$ cat config.mk
export PLATFORM = sky130hd
export DESIGN_NAME = mul_share_arbiter
export DESIGN_NICKNAME = d
export VERILOG_FILES = /design/src/rtl/mul_share_arbiter.sv
export SDC_FILE = /design/constraint.sdc
export NUM_CORES = 1
export LEC_CHECK = 0
export CAP_MARGIN = 20
export CORE_MARGIN = 5
export CORE_UTILIZATION = 45
export CTS_CLUSTER_DIAMETER = 120
export DETAILED_ROUTE_END_ITERATION = 6
export PLACE_DENSITY = 0.85
export SLEW_MARGIN = 10
export SYNTH_ARGS = -nofsm -noshare
export SYNTH_HDL_FRONTEND = slang
export SYNTH_SLANG_ARGS = --single-unit
$ cat constraint.sdc
create_clock -name clk -period 2.9 [get_ports clk]
set_input_delay 0.29 -clock clk [delete_from_list [all_inputs] [get_ports clk]]
set_output_delay 0.29 -clock clk [all_outputs]
set_load 0.1 [all_outputs]
$ cat src/rtl/mul_share_arbiter.sv
// Purpose: generic FIFO holding tagged products until the consumer takes them.
// Latency: a push is visible at rdata/empty the cycle after the push edge.
// Backpressure: caller must not push while full unless popping in the same cycle.
module msa_fifo #(
  parameter int W     = 8,
  parameter int DEPTH = 4
) (
  input  logic         clk,
  input  logic         rst_n,
  input  logic         push,
  input  logic [W-1:0] wdata,
  input  logic         pop,
  output logic [W-1:0] rdata,
  output logic         empty,
  output logic         full
);
  localparam int AW = $clog2(DEPTH);
  localparam logic [AW:0] PTR_ONE = (AW + 1)'(1);

  logic [W-1:0] mem [DEPTH];
  logic [AW:0]  wptr;
  logic [AW:0]  rptr;

  // Extra pointer MSB tells full from empty when the indices coincide.
  assign empty = (wptr == rptr);
  assign full  = (wptr[AW] != rptr[AW]) && (wptr[AW-1:0] == rptr[AW-1:0]);
  assign rdata = mem[rptr[AW-1:0]];

  always_ff @(posedge clk or negedge rst_n) begin
    if (!rst_n) begin
      wptr <= '0;
      rptr <= '0;
    end else begin
      if (push)          wptr <= wptr + PTR_ONE;
      if (pop && !empty) rptr <= rptr + PTR_ONE;
    end
  end

  always_ff @(posedge clk) begin
    if (push) mem[wptr[AW-1:0]] <= wdata;
  end

  always_ff @(posedge clk) begin
    if (rst_n && push && !pop) assert (!full);
  end
endmodule

// Purpose: round-robin sharing of one external pipelined multiplier among NUM_REQ requesters.
// Latency: accept at edge 0, product pushed at edge MUL_LAT+1, rsp_valid high right after.
// Backpressure: grants stop once FIFO_DEPTH results are outstanding; no rsp_ready->req_ready path.
module mul_share_arbiter #(
  parameter int  NUM_REQ    = 4,
  parameter int  WIDTH      = 16,
  parameter int  MUL_LAT    = 4,
  parameter int  FIFO_DEPTH = 4,
  localparam int ID_W       = $clog2(NUM_REQ)
) (
  input  logic                     clk,
  input  logic                     rst_n,
  input  logic [NUM_REQ-1:0]       req_valid,
  output logic [NUM_REQ-1:0]       req_ready,
  input  logic [NUM_REQ*WIDTH-1:0] req_a,
  input  logic [NUM_REQ*WIDTH-1:0] req_b,
  output logic [WIDTH-1:0]         mul_a,
  output logic [WIDTH-1:0]         mul_b,
  output logic                     mul_issue,
  input  logic [WIDTH-1:0]         mul_p,
  output logic                     rsp_valid,
  input  logic                     rsp_ready,
  output logic [ID_W-1:0]          rsp_id,
  output logic [WIDTH-1:0]         rsp_data,
  output logic                     busy
);
  typedef struct packed {
    logic [ID_W-1:0]  id;
    logic [WIDTH-1:0] dat;
  } rsp_t;

  localparam int CNT_W = $clog2(FIFO_DEPTH + 1);
  localparam logic [CNT_W-1:0] CNT_FULL = CNT_W'(FIFO_DEPTH);
  localparam logic [CNT_W-1:0] CNT_ONE  = CNT_W'(1);

  logic [ID_W-1:0]  rr_ptr;
  logic [ID_W-1:0]  gnt_id;
  logic             gnt_vld;
  logic             run;
  logic             credit_ok;
  logic             acc_vld;
  logic             pop_vld;
  logic             push_vld;
  logic [CNT_W-1:0] outstanding;
  logic [WIDTH-1:0] sel_a;
  logic [WIDTH-1:0] sel_b;
  logic [MUL_LAT:0] tag_vld;
  logic [ID_W-1:0]  tag_id [MUL_LAT+1];
  rsp_t             push_dat;
  rsp_t             head_dat;
  logic             fifo_empty;
  logic             fifo_full;

  // Searching from the far end lets the nearest requester after rr_ptr win.
  always_comb begin
    gnt_vld = 1'b0;
    gnt_id  = '0;
    for (int k = NUM_REQ; k >= 1; k--) begin
      if (req_valid[(int'(rr_ptr) + k) % NUM_REQ]) begin
        gnt_vld = 1'b1;
        gnt_id  = ID_W'((int'(rr_ptr) + k) % NUM_REQ);
      end
    end
  end

  // run holds grants off until the first edge after reset release.
  assign credit_ok = run && (outstanding < CNT_FULL);
  assign acc_vld   = gnt_vld && credit_ok;

  always_comb begin
    req_ready = '0;
    if (acc_vld) req_ready[gnt_id] = 1'b1;
  end

  assign sel_a = req_a[int'(gnt_id)*WIDTH +: WIDTH];
  assign sel_b = req_b[int'(gnt_id)*WIDTH +: WIDTH];

  always_ff @(posedge clk or negedge rst_n) begin
    if (!rst_n) begin
      run       <= 1'b0;
      rr_ptr    <= ID_W'(NUM_REQ - 1);
      mul_a     <= '0;
      mul_b     <= '0;
      mul_issue <= 1'b0;
    end else begin
      run       <= 1'b1;
      mul_issue <= acc_vld;
      if (acc_vld) begin
        rr_ptr <= gnt_id;
        mul_a  <= sel_a;
        mul_b  <= sel_b;
      end
    end
  end

  // Stage 0 lines up with mul_a/mul_b; stage MUL_LAT lines up with mul_p.
  always_ff @(posedge clk or negedge rst_n) begin
    if (!rst_n) begin
      tag_vld <= '0;
      for (int i = 0; i <= MUL_LAT; i++) tag_id[i] <= '0;
    end else begin
      tag_vld   <= {tag_vld[MUL_LAT-1:0], acc_vld};
      tag_id[0] <= gnt_id;
      for (int i = 1; i <= MUL_LAT; i++) tag_id[i] <= tag_id[i-1];
    end
  end

  assign push_vld = tag_vld[MUL_LAT];
  assign pop_vld  = rsp_valid && rsp_ready;
  assign push_dat = '{id: tag_id[MUL_LAT], dat: mul_p};

  always_ff @(posedge clk or negedge rst_n) begin
    if (!rst_n) begin
      outstanding <= '0;
    end else if (acc_vld && !pop_vld) begin
      outstanding <= outstanding + CNT_ONE;
    end else if (!acc_vld && pop_vld) begin
      outstanding <= outstanding - CNT_ONE;
    end
  end

  msa_fifo #(
    .W     ($bits(rsp_t)),
    .DEPTH (FIFO_DEPTH)
  ) u_rsp_fifo (
    .clk   (clk),
    .rst_n (rst_n),
    .push  (push_vld),
    .wdata (push_dat),
    .pop   (pop_vld),
    .rdata (head_dat),
    .empty (fifo_empty),
    .full  (fifo_full)
  );

  assign rsp_valid = !fifo_empty;
  assign rsp_id    = rsp_valid ? head_dat.id  : '0;
  assign rsp_data  = rsp_valid ? head_dat.dat : '0;
  assign busy      = (outstanding != '0);
endmodule
== Word-level counts from Yosys, hierarchy flattened ==
Memory sizes are Yosys's and may differ from the RTL's.
Index checks and enable logic that the tools add are counted.

* Memory bits (writable): 72
* Memories: 1
* Register bits after elaboration: 60
* Logic and storage cells: 82
* Input bits: 151
* Memory bits (read-only): 0
* Output and inout port bits: 57
* Bits in latches: 0

* Add/sub/neg operators: 8
* Bitwise logic cells: 4
* Order comparisons: 7
* Shift operators: 2
* Mux-type cells: 29
* Divide/modulo/power cells: 0
* Reduce and logical (&&, ||, !) cells: 16
* Equality and inequality tests: 1
* Multipliers: 0

{| class="wikitable"
|+ Memories
! name !! depth !! width !! read ports !! clocked after memory_dff !! wr ports !! line !! text
|-
| u_rsp_fifo.mem || 4 || 18 || 1 || 0 || 1 || 20 || <nowiki>logic [W-1:0] mem [DEPTH];</nowiki>
|}

{| class="wikitable"
|+ Operator list
! operator !! number
|-
| 64-bit by 7-bit variable part select with 16-bit output || 2
|-
| 3-bit by 4-bit < comparator with 1-bit output (second input constant) || 4
|-
| 16-bit 2-to-1 mux || 1
|-
| 1-bit 2-to-1 mux || 15
|-
| 2-bit 2-to-1 mux || 5
|-
| 3-bit by 1-bit adder with 3-bit output (second input constant) || 3
|-
| 1-bit binary-select mux with 2-bit select || 4
|-
| 2-bit OR reduction || 4
|-
| 1-bit logical AND || 7
|-
| 3-bit 2-to-1 mux || 2
|-
| 2-bit by 1-bit adder with 2-bit output (second input constant) || 2
|-
| 2-bit adder (second input constant) || 2
|-
| 1-bit bitwise AND (first input constant) || 4
|-
| 4-bit 2-to-1 mux || 1
|-
| 3-bit equality test || 1
|-
| 1-bit logical NOT || 3
|-
| 2-bit by 3-bit < comparator with 1-bit output (second input constant) || 1
|-
| 3-bit < comparator (second input constant) || 1
|-
| 3-bit nonzero test || 1
|-
| 3-bit by 1-bit subtractor with 3-bit output (second input constant) || 1
|-
| 1-bit demux with 2-bit select || 1
|-
| 2-bit by 1-bit >= comparator with 1-bit output (second input constant) || 1
|-
| 2-bit nonzero test || 1
|}

== Logic depth before layout (Yosys ltp) ==
Gate-level depths: netlist (run 1).

* Word-level depth: 15
* Gate-level depth with buffers: 11
* Depth with buffers taken out: 10

== By module ==
A second synthesis (run 1) with hierarchy kept.

* Cell total of the unflattened synthesis: 393
* Area total of the unflattened synthesis: 5825.6 um^2

{| class="wikitable"
|+ Modules (own cells, without submodules)
! module !! seq. area each (um^2) !! area an instance (um^2) !! times used !! cells an instance
|-
| msa_fifo || 2312.2 || 3014.1 || 1 || 136
|-
| mul_share_arbiter || 1328.8 || 2811.4 || 1 || 257
|}

== Worst setup path before layout (run 1) ==
Ideal clock, no wire load.

* Kind: reg2reg
* Start: register u_rsp_fifo.wptr[0]
* End: register outstanding[2]
* Setup slack: -0.299 ns
* Stages on the path, launching flop included: 11
* Path buffers: 0
* Required time: 2.821 ns
* Library setup time: 0.079 ns
* Clock period less this slack: 3.199 ns
* Arrival: 3.120 ns
* Cell sequence: dfrtp_1 -> xor2_1 -> nor3_1 -> inv_1 -> nand2_1 -> ha_1 -> inv_1 -> fa_1 -> xor2_1 -> nor2_1 -> xor2_1

* Longest elaborated chain between the ends: 6
* Elaborated cells between the ends (all ways): 8
* Those cells by class: 1 x eq/ne; 1 x mux; 6 x reduce/logical

{| class="wikitable"
|+ Ends and longest elaborated chain
! element !! line !! text
|-
| start: declaration || 21 || <nowiki>logic [AW:0] wptr;</nowiki>
|-
| start signal: assignment || 34 || <nowiki>if (push) wptr <= wptr + PTR_ONE;</nowiki>
|-
| 3-bit equality test * || 25 || <nowiki>assign empty = (wptr == rptr);</nowiki>
|-
| 1-bit logical NOT * || 183 || <nowiki>assign rsp_valid = !fifo_empty;</nowiki>
|-
| net rsp_valid || 68 || <nowiki>output logic rsp_valid,</nowiki>
|-
| 1-bit logical AND * || 156 || <nowiki>assign pop_vld = rsp_valid && rsp_ready;</nowiki>
|-
| 1-bit logical NOT || -- ||
|-
| 1-bit logical AND || 162 || <nowiki>end else if (acc_vld && !pop_vld) begin</nowiki>
|-
| 3-bit 2-to-1 mux / 2-bit nonzero test (equally long branches) || -- ||
|-
| end signal: assignment || 163 || <nowiki>outstanding <= outstanding + CNT_ONE;</nowiki>
|-
| end signal: assignment || 165 || <nowiki>outstanding <= outstanding - CNT_ONE;</nowiki>
|-
| end: declaration || 91 || <nowiki>logic [CNT_W-1:0] outstanding;</nowiki>
|}

Mark *: on every way through the listed nets, which the timed path passes. The rest lies on a longest branch.
A chain may end at the register's enable or synchronous reset.

== Final worst setup path (run 1) ==
* Start: register outstanding[2]
* End: output port req_ready[0]

* Longest elaborated chain between the ends: 4

{| class="wikitable"
|+ Ends and longest elaborated chain
! element !! line !! text
|-
| 3-bit < comparator || 114 || <nowiki>assign credit_ok = run && (outstanding < CNT_FULL);</nowiki>
|-
| 1-bit logical AND || 114 ||
|-
| 1-bit logical AND || 115 || <nowiki>assign acc_vld = gnt_vld && credit_ok;</nowiki>
|-
| 4-bit 2-to-1 mux || 119 || <nowiki>if (acc_vld) req_ready[gnt_id] = 1'b1;</nowiki>
|-
| end: declaration || 61 || <nowiki>output logic [NUM_REQ-1:0] req_ready,</nowiki>
|}

Every way passes these cells.

==> out/metrics.cfg, run 1 <==
[grt]
gr-usage-met1 = 0.248
gr_met3_demand_resource = 0.0583
grt_start_max_net_pins = 50
grt_pass1_wl_um = 25800
grt.busiest_layer = met2
grt_remaining_overflow = 0
grt_antenna_before_repair = 0
grt_usage = 0.206
via_count_of_the_first_global_routing_pass = 4777
grt.met2_usage = 0.356

[place]
hpwlAfterDp_um = 12800
io_buffers = 207
post-place-cells = 814
placer_congestion_estimate = 0.880

[floorplan]
core_area_mm2 = 0.0138
num_io_pins = 208
dieHeight_um = 128
die-area_mm2 = 0.0164
floorplan.rows = 43
floorplan.initialDensity = 0.456
fp.dieW_um = 128

[final_layout]
final-instance-count-excl-fill = 848
num-nets-final = 813
fillers = 968
synthToLayoutAreaGrowth_pct = 48.2
share_of_the_core_filled_with_cells = 0.675
antenna_cells_inserted = 0
final_common_cell = clkdlybuf4s50_1
fraction_of_layout_cells_with_a_size_suffix_above_1 = 0.274
mostFrequentLayoutCells = clkdlybuf4s50_1, edfxtp_1, dfrtp_1

[drt]
wl_per_cell_um = 19.8
via_count = 4486
post_drt_via_cell_ratio = 5.29
detail_route.wirelength_um = 16800
drc_errors = 0
ant_nets = 0
drtIter0Drc = 284
firstDrtPassIters = 4

[synthesis]
synth.yosys.warnings = 0
synth-edff-count = 72
ys_seq_area_frac = 0.580
total_of_flip_flops_plus_latches_after_synthesis = 131
ys_types = 44
postSynthAreaPerCell_um2 = 14.3
post-synth-top-area-fraction = 0.344
synth_flop_cell = edfxtp_1
synth_top_cells_by_area = edfxtp_1, dfrtp_1, mux4_2, mux2i_1, a211oi_1
syn-cell-area_mm2 = 0.00628
syn-instance-count = 439
synth-async-reset-ratio = 0.450
synth_largest_area_cell = edfxtp_1
synth_fp_nets = 597

[status]
run_status = finished clean

[critical_path]
critical_path_arrival_ns = 2.33
worstPathMaxFanout = 49
endpoint_type_of_the_worst_setup_path = output port
cp-start-kind = flop
cp_data_required_time_ns = 2.61
path_class = reg2out

[sta]
setup_viol_count_final = 0
tightest_slew_ns = 0.546
final_min_period_over_clock_period = 0.904
timing.final.crit_period_ns = 2.62
skew_ns = 0.0153
fin_worst_hold_slack_ns = 0.345
finalSetupTns_ns = 0
slew-limit-headroom = 0.636
finalHoldViolCount = 0
fmax_mhz = 381
final_max_slew_viol_count = 0
rsz_0062_raised_after_global_routing = false

[clock_network]
cts_tree = done
cts-root-buf = clkbuf_16
worstSkewPairLatency_ns = 0.41
maximum_buffer_depth_of_the_clock_tree = 2
post_cts_setup_buffers = 0
cts-buffers-inserted = 17
h-tree-depth = 4
cts.reportedPaths.clkPinSlew_ns = 0.05
clock-sinks = 131

[job]
cap_violations = 0

[min_path]
hold_path.class = reg2reg

## sequential cells by signal, indices dropped and copies added, names as in the netlist, 3 cells and up
name,cells
u_rsp_fifo.mem,72
u_rsp_fifo.wptr,3
tag_vld,5
tag_id,8
u_rsp_fifo.rptr,3
mul_b,16
outstanding,3
mul_a,16
## logic make-up (layout without fill, tap and decap cells)
logic type / after synthesis / after routing / share of synthesized area
flip-flops: 131 / 131 / 0.580
AND/OR/NAND/NOR: 93 / 93 / 0.0771
AO/OA/AOI/OAI: 73 / 73 / 0.111
multiplexers: 68 / 68 / 0.154
buffers and inverters: 56 / 285 / 0.0490
XOR/XNOR: 10 / 10 / 0.0140
adder cells (fa/ha/maj): 7 / 7 / 0.0151
other: 1 / 1 / 0.000597
## repair_timing
item                       in CTS  in global routing
hold buffers                    0                  1
setup endpoints to repair       0                  1
gates resized for setup         0                  1
hold endpoints to repair        0                 20
## per-layer routing
layer | routed length [um] | up-vias | share of wire
met4 | 349 | 0 | 0.021
met5 | 0 | - | 0
met3 | 1060 | 27 | 0.063
met1 | 6600 | 2180 | 0.39
met2 | 8810 | 190 | 0.52
li1 | - | 2089 | -
## critical path, cell delays in order (launching register included)
cell	delay [ns]
dfrtp_1	0.40
nor2b_1	0.31
nand2_4	0.07
inv_2	0.08
buf_6	0.32
nand2_2	0.27
nor2_1	0.25
buf_12	0.20
## path summary, 6_finish.rpt
kind	from	end	slack, ns	depth (start not counted)
max in group asynchronous	rst_n	u_rsp_fifo.wptr[0]$_DFFE_PN0P_	1.71	4
worst max register to register	rr_ptr[1]$_DFFE_PN1P_	mul_b[6]$_DFFE_PN0P_	0.54	6
worst min-delay path	tag_id[9]$_DFF_PN0_	tag_id[7]$_DFF_PN0_	0.35	0
min in group asynchronous	rst_n	mul_a[13]$_DFFE_PN0P_	0.39	2
worst max-delay path	outstanding[2]$_DFFE_PN0P_	req_ready[0]	0.28	7
worst min register to register	tag_id[9]$_DFF_PN0_	tag_id[7]$_DFF_PN0_	0.35	0
## through the flow
stage,instance area [um2],worst slack [ns]
detailed placement,8690,0.194
floorplan,6310,-0.289
global route,9300,0.131
global placement,8690,0.259
CTS,9270,0.129
finish,9300,0.278
## cell usage after synthesis, types with 6 or more instances
master	count
nor2b_1	21
a221o_1	15
mux4_2	18
buf_2	9
edfxtp_1	72
ha_1	6
clkbuf_1	12
mux2_4	9
a211oi_2	16
mux2i_1	32
a211oi_1	35
nand3_1	31
mux2_2	6
inv_1	22
dfrtp_1	57
nor2_1	22
nand2_1	6
xor2_1	7
## area by class of cell
| class | instances | area, um2 | share of cell area |
|---|---|---|---|
| flip-flops and latches | 131 | 3640 | 0.391 |
| repair buffers | 227 | 2390 | 0.257 |
| multi-input cells | 252 | 2360 | 0.254 |
| clock buffers | 19 | 433 | 0.0465 |
| well taps | 180 | 225 | 0.0242 |
| clock inverters | 13 | 150 | 0.0161 |
| inverters | 26 | 97.6 | 0.0105 |
Power of run 1 is not shown: default switching activity piles up to over one toggle a cycle in this logic, so the estimate is an artifact.
==> run 2: changes to the inputs <==
clock period = 3.13 ns   (was 2.9 ns; I/O delays follow)
==> run 2 against run 1 <==
Effect of this change:
- final cell count shrank 0.83%
- clock-buffer cell count shrank 2
- non-clock buffer count fell by 7
- global-route usage grew 0.26 points
- first-iteration DRC count is 3.9% higher
- via count rose by 1.2%
- core utilization fell by 0.47 points
- critical path depth unchanged
- design area fell by 0.70%
- critical path type unchanged
- largest cell class unchanged
- highest routed layer unchanged
==> out/metrics.cfg, run 2 (synthesis gave the netlist of run 1 again) <==
[status]
run_status = finished clean

[grt]
grt_usage = 0.209  ; +0.00263
grt_start_max_net_pins = 50  ; unchanged
via_count_of_the_first_global_routing_pass = 5158  ; +8.0%
grt_pass1_wl_um = 26400  ; +2.4%
grt_antenna_before_repair = 0  ; unchanged
grt_remaining_overflow = 0  ; unchanged

[job]
cap_violations = 0  ; unchanged

[drt]
detail_route.wirelength_um = 16700  ; -0.56%
via_count = 4540  ; +1.2%
drtIter0Drc = 295  ; +3.9%
wl_met1_um = 5970  ; -9.5%
top_signal_layer_used = met4
post_drt_via_cell_ratio = 5.40  ; +2.0%
ant_nets = 0  ; unchanged
met3WireLength_um = 1290  ; +22%
detailroute.wirelength.met2_um = 9000  ; +2.1%
drc_errors = 0  ; unchanged
wl_per_cell_um = 19.9  ; +0.26%
firstDrtPassIters = 4  ; unchanged

[place]
hpwlAfterDp_um = 12700  ; -0.63%
placer_congestion_estimate = 0.936  ; +6.4%
dp_worst_setup_slack_ns = 0.282  ; +0.0878 ns
io_buffers = 207  ; unchanged

[sta]
final_min_period_over_clock_period = 0.930
tightest_slew_ns = 1.01  ; +0.469 ns
timing.final.crit_period_ns = 2.91
fmax_mhz = 343
setup_viol_count_final = 0  ; unchanged
slew-limit-headroom = 0.321  ; -0.315
final.setup.worst_slack_ns = 0.219  ; -0.0590 ns
fin_worst_hold_slack_ns = 0.0226  ; -0.323 ns
finalHoldViolCount = 0  ; unchanged
final_max_slew_viol_count = 0  ; unchanged
rsz_0062_raised_after_global_routing = false
skew_ns = 0.00851  ; -0.00683 ns

[critical_path]
endpoint_type_of_the_worst_setup_path = output port
worstPathMaxFanout = 49  ; unchanged
cp_top_family = simple AND/OR/NAND/NOR gates
critical_path_arrival_ns = 2.60  ; +0.27 ns
r2r_slack_ns = 0.70  ; +0.16 ns
cp_bufs_invs = 3  ; unchanged
path_class = reg2out
critical_path.max_stage_delay_ns = 0.41  ; about the same
cp_data_required_time_ns = 2.82  ; +0.21 ns
worstPathCellList = nor2b_1 > nand2_4 > inv_2 > buf_6 > nand2_2 > nor2_1 > buf_12
worst_path_max_delay_cell = dfrtp_1
cp-start-kind = flop

[final_layout]
final_common_cell = clkdlybuf4s50_1
mostFrequentLayoutCells = clkdlybuf4s50_1, edfxtp_1, dfrtp_1
fillers = 987  ; +2.0%
fraction_of_layout_cells_with_a_size_suffix_above_1 = 0.206  ; -0.0682
largest_register_ff_count = 72  ; unchanged
antenna_cells_inserted = 0  ; unchanged
multi_input_comb_area_mm2 = 0.00233  ; -1.2%
regArea_mm2 = 0.00364  ; unchanged
synthToLayoutAreaGrowth_pct = 47.1
num-nets-final = 806  ; -0.86%

[floorplan]
num_io_pins = 208  ; unchanged
dieHeight_um = 128  ; unchanged
fp.dieW_um = 128  ; unchanged
core_area_mm2 = 0.0138  ; unchanged
floorplan.rows = 43  ; unchanged
floorplan.initialDensity = 0.456  ; unchanged
die-area_mm2 = 0.0164  ; unchanged

[clock_network]
h-tree-depth = 4  ; unchanged
cts-root-buf = clkbuf_16
worstSkewPairLatency_ns = 0.40  ; about the same
cts_tree = done
postCtsHoldBufs = 0  ; unchanged
maximum_buffer_depth_of_the_clock_tree = 2  ; unchanged
cts-buffers-inserted = 17  ; unchanged
clock-sinks = 131  ; unchanged
cts.reportedPaths.clkPinSlew_ns = 0.06  ; about the same

[min_path]
hold_path.class = in2async

## run 2: final cells by class
| type | count | share of cell area |
|---|---|---|
| sequential | 131 | 0.394 |
| timing repair buffer | 220 | 0.256 |
| multi-input combinational | 252 | 0.253 |
| clock buffer | 17 | 0.0461 |
| tap | 180 | 0.0244 |
| clock inverter | 15 | 0.0160 |
| inverter | 26 | 0.0106 |
## run 2: timing repair
| action | CTS | global route |
|---|---|---|
| setup endpoints to repair | 0 | 2 |
| hold endpoints to repair | 0 | 0 |
| buffers inserted | 0 | 0 |
| gates resized for setup | 0 | 1 |
## run 2: final timing paths
kind | startpoint | to | depth (start not counted)
min in group clk | tag_id[2]$_DFF_PN0_ | push_dat[16]$_DFF_PN0_ | 0
min | rst_n | mul_b[5]$_DFFE_PN0P_ | 1
max in group asynchronous | rst_n | tag_id[3]$_DFF_PN0_ | 2
min reg2reg | tag_id[2]$_DFF_PN0_ | push_dat[16]$_DFF_PN0_ | 0
max | outstanding[2]$_DFFE_PN0P_ | req_ready[0] | 7
max reg2reg | outstanding[2]$_DFFE_PN0P_ | mul_a[8]$_DFFE_PN0P_ | 8
## run 2: metal layers
| metal | up-vias | global-route usage |
|---|---|---|
| li1 | 2075 | - |
| met1 | 2224 | 0.226 |
| met2 | 210 | 0.373 |
| met3 | 31 | 0.0663 |
| met4 | 0 | 0.0924 |
| met5 | - | 0 |
## run 2: through the flow
step / util / std cells / TNS (ns) / area (um2)
floorplan: - / 439 / -0.163 / 6280
global placement: 0.629 / 809 / 0 / 8660
detailed placement: 0.629 / 809 / 0 / 8660
CTS: 0.670 / 841 / 0 / 9230
global route: 0.671 / 841 / 0 / 9240
finish: 0.671 / 841 / 0 / 9240
Power of run 2 is left out for the same reason.
